<file path="src/rtl/zx_ps2_keyboard.sv">
// PS/2 set-2 keyboard receiver and ZX Spectrum 8x5 key matrix decoder.
// Frames are taken from a debounced PS/2 clock. Valid bytes drive make/break
// updates of an active-low 40-key matrix. The matrix is read back through the
// CPU high address byte, as seen on port FE.
module zx_ps2_keyboard #(
  parameter int FILTER_LEN     = 8,
  parameter int TIMEOUT_CYCLES = 27000
) (
  input  logic        clk,
  input  logic        reset,
  input  logic        ps2_clk,
  input  logic        ps2_data,
  input  logic [7:0]  addr_hi,
  output logic [4:0]  keys,
  output logic [39:0] matrix,
  output logic [7:0]  scan_code,
  output logic        scan_valid,
  output logic        frame_err
);

  localparam int FL_W = $clog2(FILTER_LEN + 1);
  localparam int TO_W = $clog2(TIMEOUT_CYCLES + 1);

  typedef enum logic [1:0] {S_IDLE, S_DATA, S_PARITY, S_STOP} state_t;

  logic            r_clk_s1, r_clk_s2, r_dat_s1, r_dat_s2;
  logic            r_flt_clk;
  logic [FL_W-1:0] r_flt_cnt;
  logic [TO_W-1:0] r_to_cnt;
  state_t          r_state, w_state_nxt;
  logic [7:0]      r_shift;
  logic [2:0]      r_bit_cnt;
  logic            r_parity;
  logic [7:0]      r_scan_code;
  logic            r_scan_valid, r_frame_err;
  logic [39:0]     r_matrix;
  logic            r_brk, r_ext;
  logic            w_fall, w_timeout, w_accept, w_reject, w_key_hit;
  logic [5:0]      w_key_idx;
  logic [4:0]      w_keys;

  // Set-2 code to matrix index (row*5+col); bit 6 flags a mapped key.
  function automatic logic [6:0] map_key(input logic [7:0] code, input logic ext);
    logic [6:0] m;
    m = 7'd0;
    if (ext) begin
      case (code)
        8'h14: m = {1'b1, 6'd36};
        8'h5A: m = {1'b1, 6'd30};
        default: m = 7'd0;
      endcase
    end else begin
      case (code)
        8'h12, 8'h59: m = {1'b1, 6'd0};
        8'h1A: m = {1'b1, 6'd1};   8'h22: m = {1'b1, 6'd2};   8'h21: m = {1'b1, 6'd3};
        8'h2A: m = {1'b1, 6'd4};   8'h1C: m = {1'b1, 6'd5};   8'h1B: m = {1'b1, 6'd6};
        8'h23: m = {1'b1, 6'd7};   8'h2B: m = {1'b1, 6'd8};   8'h34: m = {1'b1, 6'd9};
        8'h15: m = {1'b1, 6'd10};  8'h1D: m = {1'b1, 6'd11};  8'h24: m = {1'b1, 6'd12};
        8'h2D: m = {1'b1, 6'd13};  8'h2C: m = {1'b1, 6'd14};  8'h16: m = {1'b1, 6'd15};
        8'h1E: m = {1'b1, 6'd16};  8'h26: m = {1'b1, 6'd17};  8'h25: m = {1'b1, 6'd18};
        8'h2E: m = {1'b1, 6'd19};  8'h45: m = {1'b1, 6'd20};  8'h46: m = {1'b1, 6'd21};
        8'h3E: m = {1'b1, 6'd22};  8'h3D: m = {1'b1, 6'd23};  8'h36: m = {1'b1, 6'd24};
        8'h4D: m = {1'b1, 6'd25};  8'h44: m = {1'b1, 6'd26};  8'h43: m = {1'b1, 6'd27};
        8'h3C: m = {1'b1, 6'd28};  8'h35: m = {1'b1, 6'd29};  8'h5A: m = {1'b1, 6'd30};
        8'h4B: m = {1'b1, 6'd31};  8'h42: m = {1'b1, 6'd32};  8'h3B: m = {1'b1, 6'd33};
        8'h33: m = {1'b1, 6'd34};  8'h29: m = {1'b1, 6'd35};  8'h14: m = {1'b1, 6'd36};
        8'h3A: m = {1'b1, 6'd37};  8'h31: m = {1'b1, 6'd38};  8'h32: m = {1'b1, 6'd39};
        default: m = 7'd0;
      endcase
    end
    return m;
  endfunction

  // Two-flop synchronisers; lines idle high.
  always_ff @(posedge clk or negedge reset) begin
    if (!reset) begin
      r_clk_s1 <= 1'b1; r_clk_s2 <= 1'b1;
      r_dat_s1 <= 1'b1; r_dat_s2 <= 1'b1;
    end else begin
      r_clk_s1 <= ps2_clk;  r_clk_s2 <= r_clk_s1;
      r_dat_s1 <= ps2_data; r_dat_s2 <= r_dat_s1;
    end
  end

  // Glitch filter: the level flips on the FILTER_LEN-th consecutive differing sample.
  always_ff @(posedge clk or negedge reset) begin
    if (!reset) begin
      r_flt_clk <= 1'b1;
      r_flt_cnt <= '0;
    end else if (r_clk_s2 == r_flt_clk) begin
      r_flt_cnt <= '0;
    end else if (r_flt_cnt == FL_W'(FILTER_LEN - 1)) begin
      r_flt_clk <= ~r_flt_clk;
      r_flt_cnt <= '0;
    end else begin
      r_flt_cnt <= r_flt_cnt + 1'b1;
    end
  end

  assign w_fall = r_flt_clk & ~r_clk_s2 & (r_flt_cnt == FL_W'(FILTER_LEN - 1));

  // Frame state register.
  always_ff @(posedge clk or negedge reset) begin
    if (!reset) r_state <= S_IDLE;
    else        r_state <= w_state_nxt;
  end

  // Next state: a fall outranks an expiring timeout.
  always_comb begin
    w_state_nxt = r_state;
    w_timeout   = 1'b0;
    if (w_fall) begin
      case (r_state)
        S_IDLE:   if (!r_dat_s2) w_state_nxt = S_DATA;
        S_DATA:   if (r_bit_cnt == 3'd7) w_state_nxt = S_PARITY;
        S_PARITY: w_state_nxt = S_STOP;
        S_STOP:   w_state_nxt = S_IDLE;
        default:  w_state_nxt = S_IDLE;
      endcase
    end else if (r_state != S_IDLE && r_to_cnt == TO_W'(TIMEOUT_CYCLES - 1)) begin
      w_state_nxt = S_IDLE;
      w_timeout   = 1'b1;
    end
  end

  // Frame verdict at the stop bit: stop must be 1 and data+parity odd.
  always_comb begin
    w_accept = 1'b0;
    w_reject = w_timeout;
    if (w_fall && r_state == S_STOP) begin
      if (r_dat_s2 && (^{r_shift, r_parity})) w_accept = 1'b1;
      else                                    w_reject = 1'b1;
    end
  end

  // Bit shifter, bit counter and parity capture.
  always_ff @(posedge clk or negedge reset) begin
    if (!reset) begin
      r_shift   <= '0;
      r_bit_cnt <= '0;
      r_parity  <= 1'b0;
    end else if (w_fall) begin
      if (r_state == S_IDLE) r_bit_cnt <= '0;
      if (r_state == S_DATA) begin
        r_shift   <= {r_dat_s2, r_shift[7:1]};
        r_bit_cnt <= r_bit_cnt + 1'b1;
      end
      if (r_state == S_PARITY) r_parity <= r_dat_s2;
    end
  end

  // Inactivity counter: runs only inside a frame, cleared by every fall.
  always_ff @(posedge clk or negedge reset) begin
    if (!reset)                                      r_to_cnt <= '0;
    else if (w_fall || w_timeout || r_state == S_IDLE) r_to_cnt <= '0;
    else                                             r_to_cnt <= r_to_cnt + 1'b1;
  end

  // Received byte and one-cycle status pulses.
  always_ff @(posedge clk or negedge reset) begin
    if (!reset) begin
      r_scan_code  <= 8'h00;
      r_scan_valid <= 1'b0;
      r_frame_err  <= 1'b0;
    end else begin
      r_scan_valid <= w_accept;
      r_frame_err  <= w_reject;
      if (w_accept) r_scan_code <= r_shift;
    end
  end

  assign {w_key_hit, w_key_idx} = map_key(r_scan_code, r_ext);

  // Make/break decoder applied the cycle after each accepted byte.
  always_ff @(posedge clk or negedge reset) begin
    if (!reset) begin
      r_matrix <= '1;
      r_brk    <= 1'b0;
      r_ext    <= 1'b0;
    end else if (r_scan_valid) begin
      case (r_scan_code)
        8'hF0: r_brk <= 1'b1;
        8'hE0: r_ext <= 1'b1;
        8'hAA, 8'hFA, 8'hEE, 8'hFE: begin end
        8'h00, 8'hFF: begin
          r_matrix <= '1;
          r_brk    <= 1'b0;
          r_ext    <= 1'b0;
        end
        default: begin
          if (w_key_hit) r_matrix[w_key_idx] <= r_brk;
          r_brk <= 1'b0;
          r_ext <= 1'b0;
        end
      endcase
    end
  end

  // Port-FE read: AND together every half-row whose address bit is low.
  always_comb begin
    w_keys = 5'b11111;
    for (int r = 0; r < 8; r++) begin
      if (!addr_hi[r]) w_keys = w_keys & r_matrix[r*5 +: 5];
    end
  end

  assign keys       = w_keys;
  assign matrix     = r_matrix;
  assign scan_code  = r_scan_code;
  assign scan_valid = r_scan_valid;
  assign frame_err  = r_frame_err;

endmodule

</file>
<file path="config.mk">
export PLATFORM = sky130hd
export DESIGN_NAME = zx_ps2_keyboard
export DESIGN_NICKNAME = d
export VERILOG_FILES = /design/src/rtl/zx_ps2_keyboard.sv
export SDC_FILE = /design/constraint.sdc
export NUM_CORES = 1
export LEC_CHECK = 0
export CAP_MARGIN = 40
export CORE_UTILIZATION = 51
export CTS_CLUSTER_DIAMETER = 30
export CTS_CLUSTER_SIZE = 40
export DETAILED_ROUTE_END_ITERATION = 12
export HOLD_SLACK_MARGIN = 0.06
export PLACE_DENSITY = 0.77
export SYNTH_ARGS = -nofsm -noshare
export SYNTH_HDL_FRONTEND = slang
export SYNTH_SLANG_ARGS = --single-unit
</file>
<file path="constraint.sdc">
create_clock -name clk -period 2.9 [get_ports clk]
set_input_delay 0.58 -clock clk [delete_from_list [all_inputs] [get_ports clk]]
set_output_delay 0.58 -clock clk [all_outputs]
set_load 0.02 [all_outputs]
</file>
==> key figures <==
Outcome
  – Status: finished clean

Synth
  – Top post-synthesis cells by area: dfstp_2, dfrtp_1, o32a_1, mux2_2, ha_1
  – Post-synthesis cell count: 558
  – Commonest cells in the netlist: dfrtp_1, dfstp_2, nor2_1
  – Distinct cell type count after synthesis: 72
  – Register area share after synthesis: 41.1%
  – Synth warn: 0
  – Synth top area share: 21.0%
  – EDFF count, synth: 0
  – Async set-reset flop share out of synthesis: 100%
  – Main synth FF type: dfstp_2
  – Netlist Area Pre-Place: 5620 um2
  – Post-Syn Nets: 585
  – FF+latch count, synth: 90
  – Largest area contributor in the netlist: dfstp_2
  – Syn_area_per_cell: 10.1 um2

Power
  – Sw power: 0.000565 W
  – Clock share of power: 38.8%
  – Max rail drop VDD: 0.000364 V
  – Power Density: 337 nW/um2
  – Logic pwr share: 5.2%
  – Leakage power: 2.74 nW
  – Pint: 0.00177 W
  – Sequential share of power: 56.0%
  – Switching Fraction: 24.2%

Timing
  – Fin. max-slew vios: 0
  – Unrepaired setup endpoints after global routing: true
  – Period Utilization, post-route: 99.1%
  – Slew @ Worst Pin: 0.891 ns
  – Setup violations, final: 0
  – Fmax: 348 MHz
  – Max Clock Skew: 0.0187 ns
  – Hold Vio Cnt, Final: 0
  – Final worst setup slack: 0.0269 ns
  – Final Critical Period: 2.87 ns
  – Worst slew margin: 40.6%

Worst setup path
  – Critical Path RT: 2.32 ns
  – WS Path Type: in2out
  – Reg2reg start: scan_code[0]$_DFFE_PN0P_
  – Flop2flop setup slack: 0.09 ns
  – Critical path endpoint category: primary output
  – Critical R2R Capture: matrix[39]$_DFFE_PN1P_
  – Crit path max fanout: 5
  – CP startpoint kind: primary input
  – R2R cell count: 8
  – Crit path DAT: 2.29 ns

GRT
  – First-pass GRT wire length: 25.2 mm
  – Largest net degree at the start of global routing: 52
  – GRT Overall Usage: 28.4%
  – Initial antenna violation count: 0
  – Grt ovf: 0
  – Vias in the first global route: 4863

Clock tree
  – CTS tree: yes
  – Clk_lat worst skew: 0.37 ns
  – Clock-pin slew on the worst setup and hold paths: 0.09 ns
  – CTS Hold Buffers Added: 0
  – H-tree depth: 3
  – CTS root buf: clkbuf_8
  – Clock buffer depth: 2
  – CTS Buf Count: 9
  – Sink Count: 90

Route
  – Initial DRC count: 461
  – Via density: 6.47
  – Post-Route WL: 16.1 mm
  – # DRC: 0
  – DRT Pass-1 Iters: 5
  – Via count: 5130
  – Avg WL per Cell: 20.3 um
  – Remaining antenna violation count: 0

Min path
  – Worst min path class: in2async

Floorplanning
  – Die area: 11400 um2
  – I/O pin total: 67
  – Core Area: 10500 um2
  – Die W: 107 um
  – Die Y: 107 um
  – Initial Util: 53.5%
  – Std-Cell Rows: 37

Placed design
  – RePlAce Congestion: 1.01
  – Pre-CTS setup slack: -0.0311 ns
  – IO Port Bufs: 66
  – DP Wirelength: 11.6 mm
  – Post-DP Area: 6620 um2

Finish
  – Ratio of cells with drive above 1 in the final layout: 27.5%
  – Post-route cell area: 6950 um2
  – Layout area overhead: 23.6%
  – Fill cell count: 818
  – Layout Nets: 679
  – Ant diodes: 0

Flow run
  – Max-cap violation count: 0
-- flip-flops by register name, summed over array words and instances, names as in the netlist, 2 cells and up --
name,count
r_bit_cnt,3
matrix,40
scan_code,8
r_shift,8
r_state,2
r_flt_cnt,4
r_to_cnt,15
-- cell usage in the layout, fill, tap and decap left out, types with 8 or more instances in the layout --
cell             instances
clkdlybuf4s50_1         64
nor3_1                  31
nor2_1                  39
and3_1                  12
nor3_2                   8
inv_1                   14
a211oi_1                10
xnor2_1                 13
nor4_1                   8
o22ai_1                 20
ha_1                    12
o32a_1                  23
clkbuf_8                10
nand2b_1                13
nand3_1                 13
xor2_1                  12
o21ai_0                  8
a21oi_1                 21
buf_4                   51
mux2_2                  18
dfrtp_1                 42
dfstp_2                 45
nand2_1                 23
-- area by class of cell --
class                      instances  area, um2  share of cell area (%)
multi-input combinational        418       3140                    45.2
sequential                        90       2310                    33.3
timing repair buffer             117       1060                    15.2
tap                              136        170                    2.45
clock buffer                      10        138                    1.98
clock inverter                     6       72.6                    1.04
inverter                          16       62.6                   0.900
-- power by group through the flow --
stage	combinational [W]	sequential (W)	clock [W]
finish	0.000121	0.00131	0.000909
global route	0.000136	0.00131	0.000967
CTS	0.000122	0.00131	0.000923
detailed placement	0.000122	0.00133	0
global placement	0.000115	0.00133	0
floorplan	0.0000588	0.00133	0
-- cells by family (layout without fill, tap and decap cells) --
family | Yosys count | after routing | synth area share (%)
buffers and inverters | 51 | 149 | 4.76
AOI/OAI and AO/OA | 153 | 154 | 22.3
adders and majority gates | 15 | 15 | 3.34
muxes | 25 | 25 | 5.10
xor gates and xnor gates | 25 | 25 | 3.89
DFF | 90 | 90 | 41.1
and+or+nand+nor | 199 | 199 | 19.6
-- metal layers --
metal	global-route usage, %	vias to the layer above	share of wire, %	wire length [um]
met1	38.6	2517	41	6660
met5	0	-	0	0
met2	44.2	252	48	7660
met3	6.08	42	8.4	1350
li1	-	2319	-	-
met4	11.2	0	2.7	427
-- critical path: stages --
cell and delay (ns):
clkdlybuf4s50_1 0.57, o22ai_1 0.16, nor4_1 0.31, clkdlybuf4s50_1 0.67
-- through the flow --
| step | hold slack, ns | utilization [%] | total power, W | setup TNS (ns) | instances |
|---|---|---|---|---|---|
| detailed placement | 0.347 | 62.9 | 0.00145 | -0.0798 | 772 |
| CTS | 0.243 | 65.0 | 0.00236 | 0 | 788 |
| floorplan | 0.284 | - | 0.00139 | 0 | 558 |
| global placement | 0.346 | 62.9 | 0.00144 | 0 | 772 |
| global route | 0.264 | 66.1 | 0.00242 | -0.0152 | 793 |
| finish | 0.211 | 66.1 | 0.00234 | 0 | 793 |
-- how the worst max path moves through the flow --
stage | startpoint | end | slack, ns
final | addr_hi[4] | keys[4] | 0.03
after global routing | scan_code[0]$_DFFE_PN0P_ | matrix[35]$_DFFE_PN1P_ | -0.008
after CTS | scan_code[0]$_DFFE_PN0P_ | matrix[20]$_DFFE_PN1P_ | 0.02
after detailed placement | scan_code[0]$_DFFE_PN0P_ | matrix[0]$_DFFE_PN1P_ | -0.03
after global placement | addr_hi[2] | keys[2] | 0.04
after floorplan | scan_code[1]$_DFFE_PN0P_ | matrix[0]$_DFFE_PN1P_ | 0.02
-- repair_timing --
action | in CTS | in global routing
cloned | 0 | 1
pin swaps | 0 | 8
buffers inserted | 0 | 4
gates resized for setup | 2 | 20
endpoints found under the setup margin | 7 | 37
(Power assumes the default switching activity.)
